<file path="src/rtl/fifo_param_flags_if.sv">
// fifo_param_flags_if
//   Bundles the producer/consumer-facing signals of fifo_param_flags.
//   master: the client side (drives requests, observes data and flags).
//   slave : the FIFO side (observes requests, drives data and flags).
//   Signals:
//     enable_write / value_to_write : write request and data
//     enable_read                   : read request
//     flush / clr_err               : synchronous clear of contents / error flags
//     value_to_read / read_valid    : registered read data and its strobe
//     full/empty/almost_full/almost_empty, count : occupancy status
//     overflow / underflow          : sticky error flags
interface fifo_param_flags_if #(
  parameter int BIT_DEPTH   = 8,
  parameter int FIFO_VOLUME = 8
);
  localparam int CNT_W = $clog2(FIFO_VOLUME + 1);

  logic                 enable_write;
  logic [BIT_DEPTH-1:0] value_to_write;
  logic                 enable_read;
  logic                 flush;
  logic                 clr_err;
  logic [BIT_DEPTH-1:0] value_to_read;
  logic                 read_valid;
  logic                 full;
  logic                 empty;
  logic                 almost_full;
  logic                 almost_empty;
  logic [CNT_W-1:0]     count;
  logic                 overflow;
  logic                 underflow;

  modport master (
    output enable_write, value_to_write, enable_read, flush, clr_err,
    input  value_to_read, read_valid, full, empty, almost_full, almost_empty,
           count, overflow, underflow
  );

  modport slave (
    input  enable_write, value_to_write, enable_read, flush, clr_err,
    output value_to_read, read_valid, full, empty, almost_full, almost_empty,
           count, overflow, underflow
  );
endinterface

</file>
<file path="src/rtl/fifo_param_flags.sv">
// fifo_param_flags
//   Single-clock FIFO with parametrised width, depth and almost thresholds.
//   Registered read data, registered flags, separate occupancy counter,
//   synchronous flush and sticky overflow/underflow flags.
//   Ports:
//     clk  : clock, all state changes on the rising edge
//     rst  : asynchronous active-low reset
//     bus  : fifo_param_flags_if.slave (requests in, data/flags out)
module fifo_param_flags #(
  parameter int BIT_DEPTH        = 8,
  parameter int FIFO_VOLUME      = 8,
  parameter int ALMOST_FULL_LVL  = FIFO_VOLUME - 2,
  parameter int ALMOST_EMPTY_LVL = 1
) (
  input  logic                clk,
  input  logic                rst,
  fifo_param_flags_if.slave   bus
);
  localparam int CNT_W = $clog2(FIFO_VOLUME + 1);
  localparam int IDX_W = $clog2(FIFO_VOLUME);
  localparam logic [IDX_W-1:0] LAST_IDX = IDX_W'(FIFO_VOLUME - 1);
  localparam logic [CNT_W-1:0] FULL_CNT = CNT_W'(FIFO_VOLUME);

  logic [BIT_DEPTH-1:0] mem [FIFO_VOLUME];
  logic [IDX_W-1:0]     wr_idx, rd_idx;
  logic [CNT_W-1:0]     count_q, count_nxt;
  logic                 full_q, empty_q, af_q, ae_q;
  logic [BIT_DEPTH-1:0] rdata_q;
  logic                 rvalid_q;
  logic                 ovf_q, udf_q;

  logic rd_ok, wr_ok, do_rd, do_wr;

  // Acceptance follows the occupancy flags; a write into a full FIFO is
  // allowed only when a read frees a slot on the same edge.
  assign rd_ok = bus.enable_read & ~empty_q;
  assign wr_ok = bus.enable_write & (~full_q | rd_ok);
  // Flush suppresses the actual transfers but not the error evaluation.
  assign do_rd = rd_ok & ~bus.flush;
  assign do_wr = wr_ok & ~bus.flush;

  // NOTE: every variable assigned in always_comb gets a default first so
  // no path leaves it unassigned and no latch is inferred.
  always_comb begin
    count_nxt = count_q;
    if (bus.flush) begin
      count_nxt = '0;
    end else begin
      unique case ({do_wr, do_rd})
        2'b10:   count_nxt = count_q + 1'b1;
        2'b01:   count_nxt = count_q - 1'b1;
        default: count_nxt = count_q;
      endcase
    end
  end

  // NOTE: the storage array has no reset; its contents are only observable
  // through rd_idx after a write, so clearing it would buy nothing.
  always_ff @(posedge clk) begin
    if (do_wr) mem[wr_idx] <= bus.value_to_write;
  end

  // NOTE: sequential state uses non-blocking assignments so every register
  // samples pre-edge values regardless of statement order.
  always_ff @(posedge clk or negedge rst) begin
    if (!rst) begin
      wr_idx   <= '0;
      rd_idx   <= '0;
      count_q  <= '0;
      full_q   <= 1'b0;
      empty_q  <= 1'b1;
      af_q     <= 1'b0;
      ae_q     <= 1'b1;
      rdata_q  <= '0;
      rvalid_q <= 1'b0;
      ovf_q    <= 1'b0;
      udf_q    <= 1'b0;
    end else begin
      if (bus.flush) begin
        wr_idx <= '0;
        rd_idx <= '0;
      end else begin
        // Explicit wrap so non-power-of-two depths work.
        if (do_wr) wr_idx <= (wr_idx == LAST_IDX) ? '0 : wr_idx + 1'b1;
        if (do_rd) rd_idx <= (rd_idx == LAST_IDX) ? '0 : rd_idx + 1'b1;
      end
      if (do_rd) rdata_q <= mem[rd_idx];
      rvalid_q <= do_rd;

      count_q <= count_nxt;
      full_q  <= (count_nxt == FULL_CNT);
      empty_q <= (count_nxt == '0);
      af_q    <= (int'(count_nxt) >= ALMOST_FULL_LVL);
      ae_q    <= (int'(count_nxt) <= ALMOST_EMPTY_LVL);

      // A new error on the same edge as clr_err keeps the flag set.
      ovf_q <= (bus.enable_write & ~wr_ok) | (ovf_q & ~bus.clr_err);
      udf_q <= (bus.enable_read  & ~rd_ok) | (udf_q & ~bus.clr_err);
    end
  end

  assign bus.value_to_read = rdata_q;
  assign bus.read_valid    = rvalid_q;
  assign bus.count         = count_q;
  assign bus.full          = full_q;
  assign bus.empty         = empty_q;
  assign bus.almost_full   = af_q;
  assign bus.almost_empty  = ae_q;
  assign bus.overflow      = ovf_q;
  assign bus.underflow     = udf_q;
endmodule
</file>
<file path="src/flat_wrapper.sv">
// flat-port wrapper written by rule: the top's interface ports become plain ports
module fifo_param_flags_flat 
#(
  parameter int BIT_DEPTH        = 8,
  parameter int FIFO_VOLUME      = 8,
  parameter int ALMOST_FULL_LVL  = FIFO_VOLUME - 2,
  parameter int ALMOST_EMPTY_LVL = 1
)
  (clk, rst, bus_enable_write, bus_value_to_write, bus_enable_read, bus_flush, bus_clr_err, bus_value_to_read, bus_read_valid, bus_full, bus_empty, bus_almost_full, bus_almost_empty, bus_count, bus_overflow, bus_underflow);
  fifo_param_flags_if #(.BIT_DEPTH(BIT_DEPTH), .FIFO_VOLUME(FIFO_VOLUME)) bus_i ();
  input  logic clk;
  input  logic rst;
  input wire logic [$bits(bus_i.enable_write)-1:0] bus_enable_write;
  input wire logic [$bits(bus_i.value_to_write)-1:0] bus_value_to_write;
  input wire logic [$bits(bus_i.enable_read)-1:0] bus_enable_read;
  input wire logic [$bits(bus_i.flush)-1:0] bus_flush;
  input wire logic [$bits(bus_i.clr_err)-1:0] bus_clr_err;
  output wire logic [$bits(bus_i.value_to_read)-1:0] bus_value_to_read;
  output wire logic [$bits(bus_i.read_valid)-1:0] bus_read_valid;
  output wire logic [$bits(bus_i.full)-1:0] bus_full;
  output wire logic [$bits(bus_i.empty)-1:0] bus_empty;
  output wire logic [$bits(bus_i.almost_full)-1:0] bus_almost_full;
  output wire logic [$bits(bus_i.almost_empty)-1:0] bus_almost_empty;
  output wire logic [$bits(bus_i.count)-1:0] bus_count;
  output wire logic [$bits(bus_i.overflow)-1:0] bus_overflow;
  output wire logic [$bits(bus_i.underflow)-1:0] bus_underflow;
  assign bus_i.enable_write = bus_enable_write;
  assign bus_i.value_to_write = bus_value_to_write;
  assign bus_i.enable_read = bus_enable_read;
  assign bus_i.flush = bus_flush;
  assign bus_i.clr_err = bus_clr_err;
  assign bus_value_to_read = bus_i.value_to_read;
  assign bus_read_valid = bus_i.read_valid;
  assign bus_full = bus_i.full;
  assign bus_empty = bus_i.empty;
  assign bus_almost_full = bus_i.almost_full;
  assign bus_almost_empty = bus_i.almost_empty;
  assign bus_count = bus_i.count;
  assign bus_overflow = bus_i.overflow;
  assign bus_underflow = bus_i.underflow;
  fifo_param_flags #(.BIT_DEPTH(BIT_DEPTH), .FIFO_VOLUME(FIFO_VOLUME), .ALMOST_FULL_LVL(ALMOST_FULL_LVL), .ALMOST_EMPTY_LVL(ALMOST_EMPTY_LVL)) u_core (.clk(clk), .rst(rst), .bus(bus_i));
endmodule
</file>
<file path="config.mk">
export PLATFORM = sky130hd
export DESIGN_NAME = fifo_param_flags_flat
export DESIGN_NICKNAME = d
export VERILOG_FILES = /design/src/rtl/fifo_param_flags_if.sv /design/src/rtl/fifo_param_flags.sv /design/src/flat_wrapper.sv
export SDC_FILE = /design/constraint.sdc
export NUM_CORES = 1
export LEC_CHECK = 0
export BUFFER_PORTS_ARGS = -buffer_cell sky130_fd_sc_hd__buf_2
export CORE_UTILIZATION = 63
export DETAILED_ROUTE_END_ITERATION = 10
export HOLD_SLACK_MARGIN = 0.15
export PLACE_DENSITY = 0.84
export RECOVER_POWER = 100
export SYNTH_ARGS = -nofsm -noshare
export SYNTH_HDL_FRONTEND = slang
export SYNTH_SLANG_ARGS = --single-unit
</file>
<file path="constraint.sdc">
create_clock -name clk -period 4.45 [get_ports clk]
set_input_delay 0.6675 -clock clk [delete_from_list [all_inputs] [get_ports clk]]
set_output_delay 0.6675 -clock clk [all_outputs]
set_load 0.02 [all_outputs]
</file>
Yosys cells after proc, flatten, opt, wreduce, memory -nomap -nowiden --
Memories as Yosys holds them, arrays and structs flattened. A register that Yosys moved wholly into a read port is not among the register bits. Index checks and enable logic that the tools add are counted. Widths: inputs -> output; s select.
Cells by class: add/subtract/negate cells 4, order comparisons 2, eq/ne operators 5, muxes and demuxes 10, bitwise operators 17, reductions and logical operators 4
Operators with widths (number):
- $mux 3 | 6
- $and 1x1->1 | 8
- $pmux 4 s2 | 1
- $add 3x1->3 const B | 2
- $eq 3x3->1 const B | 2
- $not 1->1 | 6
- $add 4x1->4 const B | 1
- $eq 4x4->1 const B | 1
- $ge 4x3->1 const B | 1
- $le 4x1->1 const B | 1
- $logic_not 4->1 | 1
- $mux 4 | 1
- $reduce_bool 2->1 | 2
- $sub 4x1->4 const B | 1
- $or 1x1->1 | 3
- $eq 2x1->1 const B | 1
- $eq 2x2->1 const B | 1
- $mux 1 | 2
- $logic_not 1->1 | 1
Word-level totals: register bits 17, bits in writable memories 64, bits of input ports 14, output and inout port bits 19, word-level logic and storage cells 53, memories kept 1
Memory list:
- u_core.mem | depth 8, width 8, read ports 1, clocked after memory_dff 1, wr ports 1, RTL line fifo_param_flags.sv:24 | logic [BIT_DEPTH-1:0] mem [FIFO_VOLUME];

Logic depth before layout (Yosys ltp) --
Gate-level depths: netlist of run 1.
depth in word-level cells 9, gate-level depth with buffers 11, gate-level depth less buffers 10

Least setup slack after synthesis of run 1 --
No wires, ideal clock.
path type input to register, start input port bus_flush, end register u_core.full_q, in the netlist u_core.bus.full, data arrival time 2984 ps, slack 1360 ps, cell stages on the path 11, path through clkbuf_1 -> nor2_1 -> clkbuf_1 -> ha_1 -> buf_4 -> xor2_1 -> ha_1 -> a21oi_1 -> mux2_2 -> mux2i_1 -> nor4b_1
On the way: word-level cells in the longest chain between the ends 6, elaborated cells between the ends (all ways) 8
RTL lines:
- start: declaration | RTL line flat_wrapper.sv:16 | input wire logic [$bits(bus_i.flush)-1:0] bus_flush;
- $not 1->1 * | RTL line fifo_param_flags.sv:39 | assign do_rd = rd_ok & ~bus.flush;
- $and 1x1->1 * | RTL line fifo_param_flags.sv:39
- named net u_core.do_rd | RTL line fifo_param_flags.sv:32 | logic rd_ok, wr_ok, do_rd, do_wr;
- $eq 2x1->1 or $eq 2x2->1 (tied branches) | RTL line fifo_param_flags.sv:49 | unique case ({do_wr, do_rd})
- $pmux 4 s2 * | RTL line fifo_param_flags.sv:49
- $mux 4 * | RTL line fifo_param_flags.sv:46 | if (bus.flush) begin
- $eq 4x4->1 * | RTL line fifo_param_flags.sv:91 | full_q <= (count_nxt == FULL_CNT);
- end signal: assignment | RTL line fifo_param_flags.sv:91
- end: declaration | RTL line fifo_param_flags.sv:27 | logic full_q, empty_q, af_q, ae_q;
Mark *: on every way through the listed nets, which the timed path passes. The rest lies on a longest branch. A chain may end at the register's enable or synchronous reset.

Final worst setup path of run 1 --
start register u_core.empty_q, in the netlist u_core.bus.empty, end register u_core.full_q, in the netlist u_core.bus.full
On the way: word-level cells in the longest chain between the ends 9, elaborated cells between the ends (all ways) 11
RTL lines:
- start: declaration | RTL line fifo_param_flags.sv:27
- start signal: assignment | RTL line fifo_param_flags.sv:92 | empty_q <= (count_nxt == '0);
- $not 1->1 * | RTL line fifo_param_flags.sv:36 | assign rd_ok = bus.enable_read & ~empty_q;
- $and 1x1->1 * | RTL line fifo_param_flags.sv:36
- $or 1x1->1 | RTL line fifo_param_flags.sv:37 | assign wr_ok = bus.enable_write & (~full_q | rd_ok);
- $and 1x1->1 | RTL line fifo_param_flags.sv:37
- $and 1x1->1 | RTL line fifo_param_flags.sv:40 | assign do_wr = wr_ok & ~bus.flush;
- $eq 2x1->1 or $eq 2x2->1 (tied branches) | RTL line fifo_param_flags.sv:49
- $pmux 4 s2 * | RTL line fifo_param_flags.sv:49
- $mux 4 * | RTL line fifo_param_flags.sv:46
- $eq 4x4->1 * | RTL line fifo_param_flags.sv:91
Every way passes the cells marked *; elsewhere a longest branch is shown, timed or not.

==> flow_summary.toml, run 1 <==
[timing]
hold_viol = 0
slew-limit-headroom_pct = -0.8563
max_freq_mhz = 301.7
final.min_clock_period_ps = 3314
worstMarginPinSlew_ps = 1501
fin_worst_skew_ps = 9.845
fin_tns_setup_ps = 0
fin_crit_sh_pct = 74.48
setup_violations = 0
rsz0062_at_grt = "false"
report.final.slew_viol_count = 9

[synth]
synth_warnings = 0
synth_cell_types = 39
netlist_area_mm2 = 0.003650
synth.avg_cell_area_um2 = 16.67
synth_top_area_share_pct = 52.66
synthTopCellsByArea = "edfxtp_1 53%, dfrtp_1 16%, mux4_2 9.9%"
yosysTopAreaCell = "edfxtp_1"
synth_nets = 240
ys_async_sr_fraction_pct = 28.09
synth_seq_cells = 89
synth_ff_type = "edfxtp_1"
synthCells = 219
ys_seq_area_share_pct = 69.87
synth_edf_count = 64

[power_and_ir_drop]
powerDensity_mw_per_mm2 = 457.2
clock_power_share_pct = 33.1
irDropWorstVdd_v = 0.0003066
netSwitchingPower_w = 0.0004761
p_seq_share_pct = 53.9
intPower_w = 0.001371
p_leak_nw = 1.406
switching_share_pct = 25.77
comb_power_share_pct = 12.9
power_w = 0.001847

[clocking]
cts_root_buf = "clkbuf_8"
cts_max_level = 3
cts_resized = 0
clk_pin_slew_worst_paths_ps = 90
clk_latency_ps = 350
clock_path_buffers = 2
numCtsBuffers = 9
hold_buffers = 0
post_cts_buffers = 0
tritoncts = "built"
cts.sinks = 89

[setup_path]
crit_start = "u_core.bus.empty$_DFF_PN1_"
critPathKind = "flip-flop to flip-flop"
cp-start-kind = "flip-flop"
critPathCaptureType = "flip-flop"
critPathMaxFanout = 8
worstPathArrival_ps = 3570
worstReg2RegStart = "u_core.bus.empty$_DFF_PN1_"
required_ps = 4710

[route]
dr.pass1.iters = 4
drc = 0
drt_iter0_drc = 100
num_vias = 1936
ant_nets = 0
avgViaCountPerCell = 5.849
drt-wirelength-per-cell_um = 18.87
wirelength_um = 6246

[outcome]
outcome = "complete, but fails checks"
violations = "capacitance limit, slew limit"

[layout]
finalInstanceArea_mm2 = 0.004040
fin_cells = 331
antenna_cells = 0
finish.utilization_pct = 72.92
syn_to_final_growth_pct = 10.70
layout.nets = 275
drive_gt1_share_pct = 16.22

[global_routing]
grtUsageMet3_pct = 4.070
track_usage_pct = 22.99
grt.busiest_layer = "met2"
antenna_found_initial = 0
grtUsageMet2_pct = 35.18
gr-usage-met1_pct = 30.41
grt_pass1_wl_um = 9770
grt_max_degree = 26
grt_pass1_vias = 1936
grt-ovfl-total = 0

[die]
dieArea_mm2 = 0.006102
start_util_pct = 65.88
core_area_mm2 = 0.005540
io_pins = 33
die_w_um = 78.12
die_h_um = 78.12
rows = 27

[place]
dpl_cell_area_mm2 = 0.003871
gp_congestion = 0.7624
io_buffer_count = 32
dp_cells = 315
dpl.hpwl_um = 3920

[min_path]
hold_class = "primary input to flip-flop"
hold_start = "bus_clr_err"

[flow_run]
cap_violations = 1
==> final timing paths <==
kind                                                                 to  slack (ps)  cells after the start
worst max register to register                u_core.bus.full$_DFF_PN0_        1140                     10
min in group asynchronous       u_core.bus.value_to_read[5]$_DFFE_PN0P_         620                      1
max in group asynchronous       u_core.bus.value_to_read[4]$_DFFE_PN0P_        2990                      1
worst min-delay path                     u_core.bus.underflow$_DFF_PN0_         510                      2
worst max-delay path                          u_core.bus.full$_DFF_PN0_        1140                     10
worst min register to register           u_core.bus.underflow$_DFF_PN0_         530                      2
==> synth_stat cells, drive strengths merged (2+ instances only) <==
library cell	n
xnor2	2
or3b	2
ha	7
clkbuf	4
dfstp	2
edfxtp	64
buf	6
inv	4
a21oi	13
dfrtp	23
mux2i	14
xor2	3
nor3	3
nand2	5
nor2	28
mux4	16
o21ai	3
nand2b	3
==> power by group through the flow <==
| stage | Sequential [W] | Clock, W | Combinational (W) |
|---|---|---|---|
| 6_report | 0.000997 | 0.000612 | 0.000239 |
| 5_1_grt | 0.00101 | 0.000645 | 0.000264 |
| 4_1_cts | 0.000997 | 0.000617 | 0.000259 |
| 3_5_place_dp | 0.00101 | 0 | 0.000259 |
| 3_3_place_gp | 0.00101 | 0 | 0.000251 |
| 2_1_floorplan | 0.00105 | 0 | 0.000128 |
==> registers in the layout (all words and copies together), names as in the netlist <==
name                      flops
u_core.bus.almost_empty       1
u_core.bus.almost_full        1
u_core.bus.count              4
u_core.bus.empty              1
u_core.bus.full               1
u_core.bus.overflow           1
u_core.bus.read_valid         1
u_core.bus.underflow          1
u_core.bus.value_to_read      8
u_core.mem                   64
u_core.rd_idx                 3
u_core.wr_idx                 3
==> routing by layer <==
metal	vias up	share of wire, %
li1	897	-
met1	959	42
met2	64	49
met3	16	7.0
met4	0	1.9
met5	-	0
==> critical path: stages (launching register included) <==
cell	delay, ps
dfstp_1	580
and2b_1	210
o21ai_0	550
or2_2	240
ha_1	280
xor2_1	110
ha_1	180
a21oi_1	140
mux2_1	410
mux2i_1	250
nor4b_1	250
==> cells by family (layout without fill, tap and decap cells) <==
logic type      after synthesis  count (layout)  synth area share (%)
fa+ha+maj                     7               7                 2.400
flops                        89              89                 69.87
buf+inv                      14              54                 1.748
mux                          31              31                 14.02
xor+xnor                      5               5                 1.200
simple gates                 50              50                 6.651
compound gates               23              23                 4.114
==> cells in the final DEF, fill, tap and decap left out, types with 5 or more instances in the layout <==
| cell type | instances |
|---|---|
| edfxtp_1 | 64 |
| clkbuf_1 | 30 |
| nor2_1 | 28 |
| dfrtp_1 | 23 |
| mux4_2 | 16 |
| mux2i_1 | 14 |
| a21oi_1 | 12 |
| clkbuf_8 | 10 |
| ha_1 | 7 |
| nand2_1 | 5 |
==> cell type report <==
| type | count | area (um^2) |
|---|---|---|
| inverter | 4 | 15.01 |
| sequential | 89 | 2550 |
| clock inverter | 6 | 88.84 |
| fill | 379 | 1500 |
| timing repair buffer | 34 | 132.6 |
| multi-input combinational | 116 | 1026 |
| tap | 72 | 90.09 |
| clock buffer | 10 | 137.6 |
==> metrics by stage <==
stage	hold slack, ps	worst slack, ps
after global routing	542.7	853.0
after global placement	503.5	1290
after floorplan	371.9	1360
final	510.8	1136
after CTS	322.5	1397
after detailed placement	519.9	1208
No activity file was read; power rests on OpenSTA's default activity.
==> inputs of run 2 (changes only) <==
--- a/config.mk
+++ b/config.mk
@@ -6,10 +6,10 @@
 export NUM_CORES = 1
 export LEC_CHECK = 0
 export BUFFER_PORTS_ARGS = -buffer_cell sky130_fd_sc_hd__buf_2
-export CORE_UTILIZATION = 63
+export CORE_UTILIZATION = 53
 export DETAILED_ROUTE_END_ITERATION = 10
 export HOLD_SLACK_MARGIN = 0.15
-export PLACE_DENSITY = 0.84
+export PLACE_DENSITY = 0.75
 export RECOVER_POWER = 100
 export SYNTH_ARGS = -nofsm -noshare
 export SYNTH_HDL_FRONTEND = slang
==> constraint.sdc (replaced) <==
create_clock -name clk -period 2.83 [get_ports clk]
set_input_delay 0.4245 -clock clk [delete_from_list [all_inputs] [get_ports clk]]
set_output_delay 0.4245 -clock clk [all_outputs]
set_load 0.02 [all_outputs]
==> flow_summary.toml, run 2 (synthesized netlist as in run 1, its figures left out) <==
[clocking]
cts_max_level = 3
cts_root_buf = "clkbuf_8"
clock_path_buffers = 2
post_cts_buffers = 0
tritoncts = "built"
clk_latency_ps = 350
numCtsBuffers = 9
cts.sinks = 89
clk_pin_slew_worst_paths_ps = 80

[place]
gp_congestion = 0.7556
post-place-ws_ps = 44.07
dp_cells = 334
dpl.hpwl_um = 4137
io_buffer_count = 32
dpl_cell_area_mm2 = 0.003985

[timing]
fin_tns_setup_ps = 0
fin_worst_skew_ps = 11.41
report.final.slew_viol_count = 0
max_freq_mhz = 375.6
setup_violations = 0
fin_crit_sh_pct = 94.07
worst_slack_ps = 167.8
worstMarginPinSlew_ps = 1376
slew-limit-headroom_pct = 8.260
hold_viol = 0
final.min_clock_period_ps = 2662
rsz0062_at_grt = "false"

[die]
core_area_mm2 = 0.006495
dieArea_mm2 = 0.007222
die_h_um = 84.99
start_util_pct = 56.19
die_w_um = 84.99
io_pins = 33
rows = 29

[global_routing]
grt_pass1_vias = 1991
grt_max_degree = 26
grt-ovfl-total = 0
antenna_found_initial = 0
track_usage_pct = 19.70
grt_pass1_wl_um = 10320

[flow_run]
cap_violations = 0

[route]
drc = 0
num_vias = 1988
ant_nets = 0
wirelength_um = 6361
drt_iter0_drc = 100
dr.pass1.iters = 4
drt-wirelength-per-cell_um = 18.12
avgViaCountPerCell = 5.664

[setup_path]
worstPathArrival_ps = 2910
required_ps = 3070
cp-start-kind = "flip-flop"
critPathKind = "flip-flop to flip-flop"
critPathCaptureType = "flip-flop"
critPathMaxFanout = 4

[layout]
layout.nets = 290
final_cell_mix = "64 x edfxtp_1, 41 x clkbuf_1, 28 x nor2_1"
layout_commonest_cell = "edfxtp_1"
drive_gt1_share_pct = 18.61
finalInstanceArea_mm2 = 0.004089
antenna_cells = 0
multiInputGateArea_mm2 = 0.001040
syn_to_final_growth_pct = 12.03
top_register = "u_core.mem"
seq_area_mm2 = 0.002550
num-fill-cells = 506
largest_register_ffs = 64
fin_cells = 351

[power_and_ir_drop]
powerDensity_mw_per_mm2 = 668.1
p_leak_nw = 1.420
irDropWorstVdd_v = 0.0005401

[min_path]
hold_class = "primary input to flip-flop"

[outcome]
outcome = "complete, no violations"
-- run 2: repair_timing --
item	in CTS	in global routing
hold endpoints to repair	23	0
endpoints found under the setup margin	0	1
resized for setup	0	1
hold buffers	1	0
-- run 2: worst max-delay path: stages (launching register included) --
cell and delay (ps):
dfstp_2 390, and2b_1 230, o21ai_1 90, or2_2 290
ha_1 200, xor2_1 170, ha_1 190, a21oi_1 130
mux2_2 400, mux2i_2 240, nor4b_1 240
-- run 2: routing by layer --
layer  up-vias  part of all wire [%]  global-route usage, %
met1       990                    45                  26.99
met3         7                   5.2                  5.350
met4         0                   1.4                  6.934
met2        61                    49                  30.87
li1        930                     -                      -
met5         -                     0                      0
-- run 2: final cells by class --
class | count | area share (%)
clock inverters | 6 | 1.224
flip-flops and latches | 89 | 62.36
multi-input cells | 116 | 25.43
well taps | 77 | 2.356
repair buffers | 49 | 5.141
clock buffers | 10 | 3.121
inverters | 4 | 0.3672
-- run 2: worst paths after layout --
path	from	to	slack (ps)	depth (start not counted)
worst min-delay path	bus_clr_err	u_core.bus.overflow$_DFF_PN0_	270	2
worst max-delay path	u_core.bus.empty$_DFF_PN1_	u_core.bus.full$_DFF_PN0_	170	10
max in group asynchronous	rst	u_core.bus.value_to_read[1]$_DFFE_PN0P_	1100	2
worst max register to register	u_core.bus.empty$_DFF_PN1_	u_core.bus.full$_DFF_PN0_	170	10
worst min register to register	u_core.bus.underflow$_DFF_PN0_	u_core.bus.underflow$_DFF_PN0_	530	2
min in group asynchronous	rst	u_core.bus.read_valid$_DFF_PN0_	920	2
-- run 2: per-stage QoR --
stage	power (W)	hold slack (ps)	util, %
finish	0.002732	273.5	62.96
global route	0.002867	288.6	62.96
CTS	0.002784	261.0	64.25
detailed placement	0.002019	466.6	61.36
global placement	0.002006	458.2	61.36
floorplan	0.001860	128.9	-
-- run 2: power by group --
| group | internal (W) | switching, W |
|---|---|---|
| combinational | 0.000154 | 0.000258 |
| clock | 0.000328 | 0.000445 |
| sequential | 0.00149 | 0.0000556 |
| total | 0.00197 | 0.000758 |
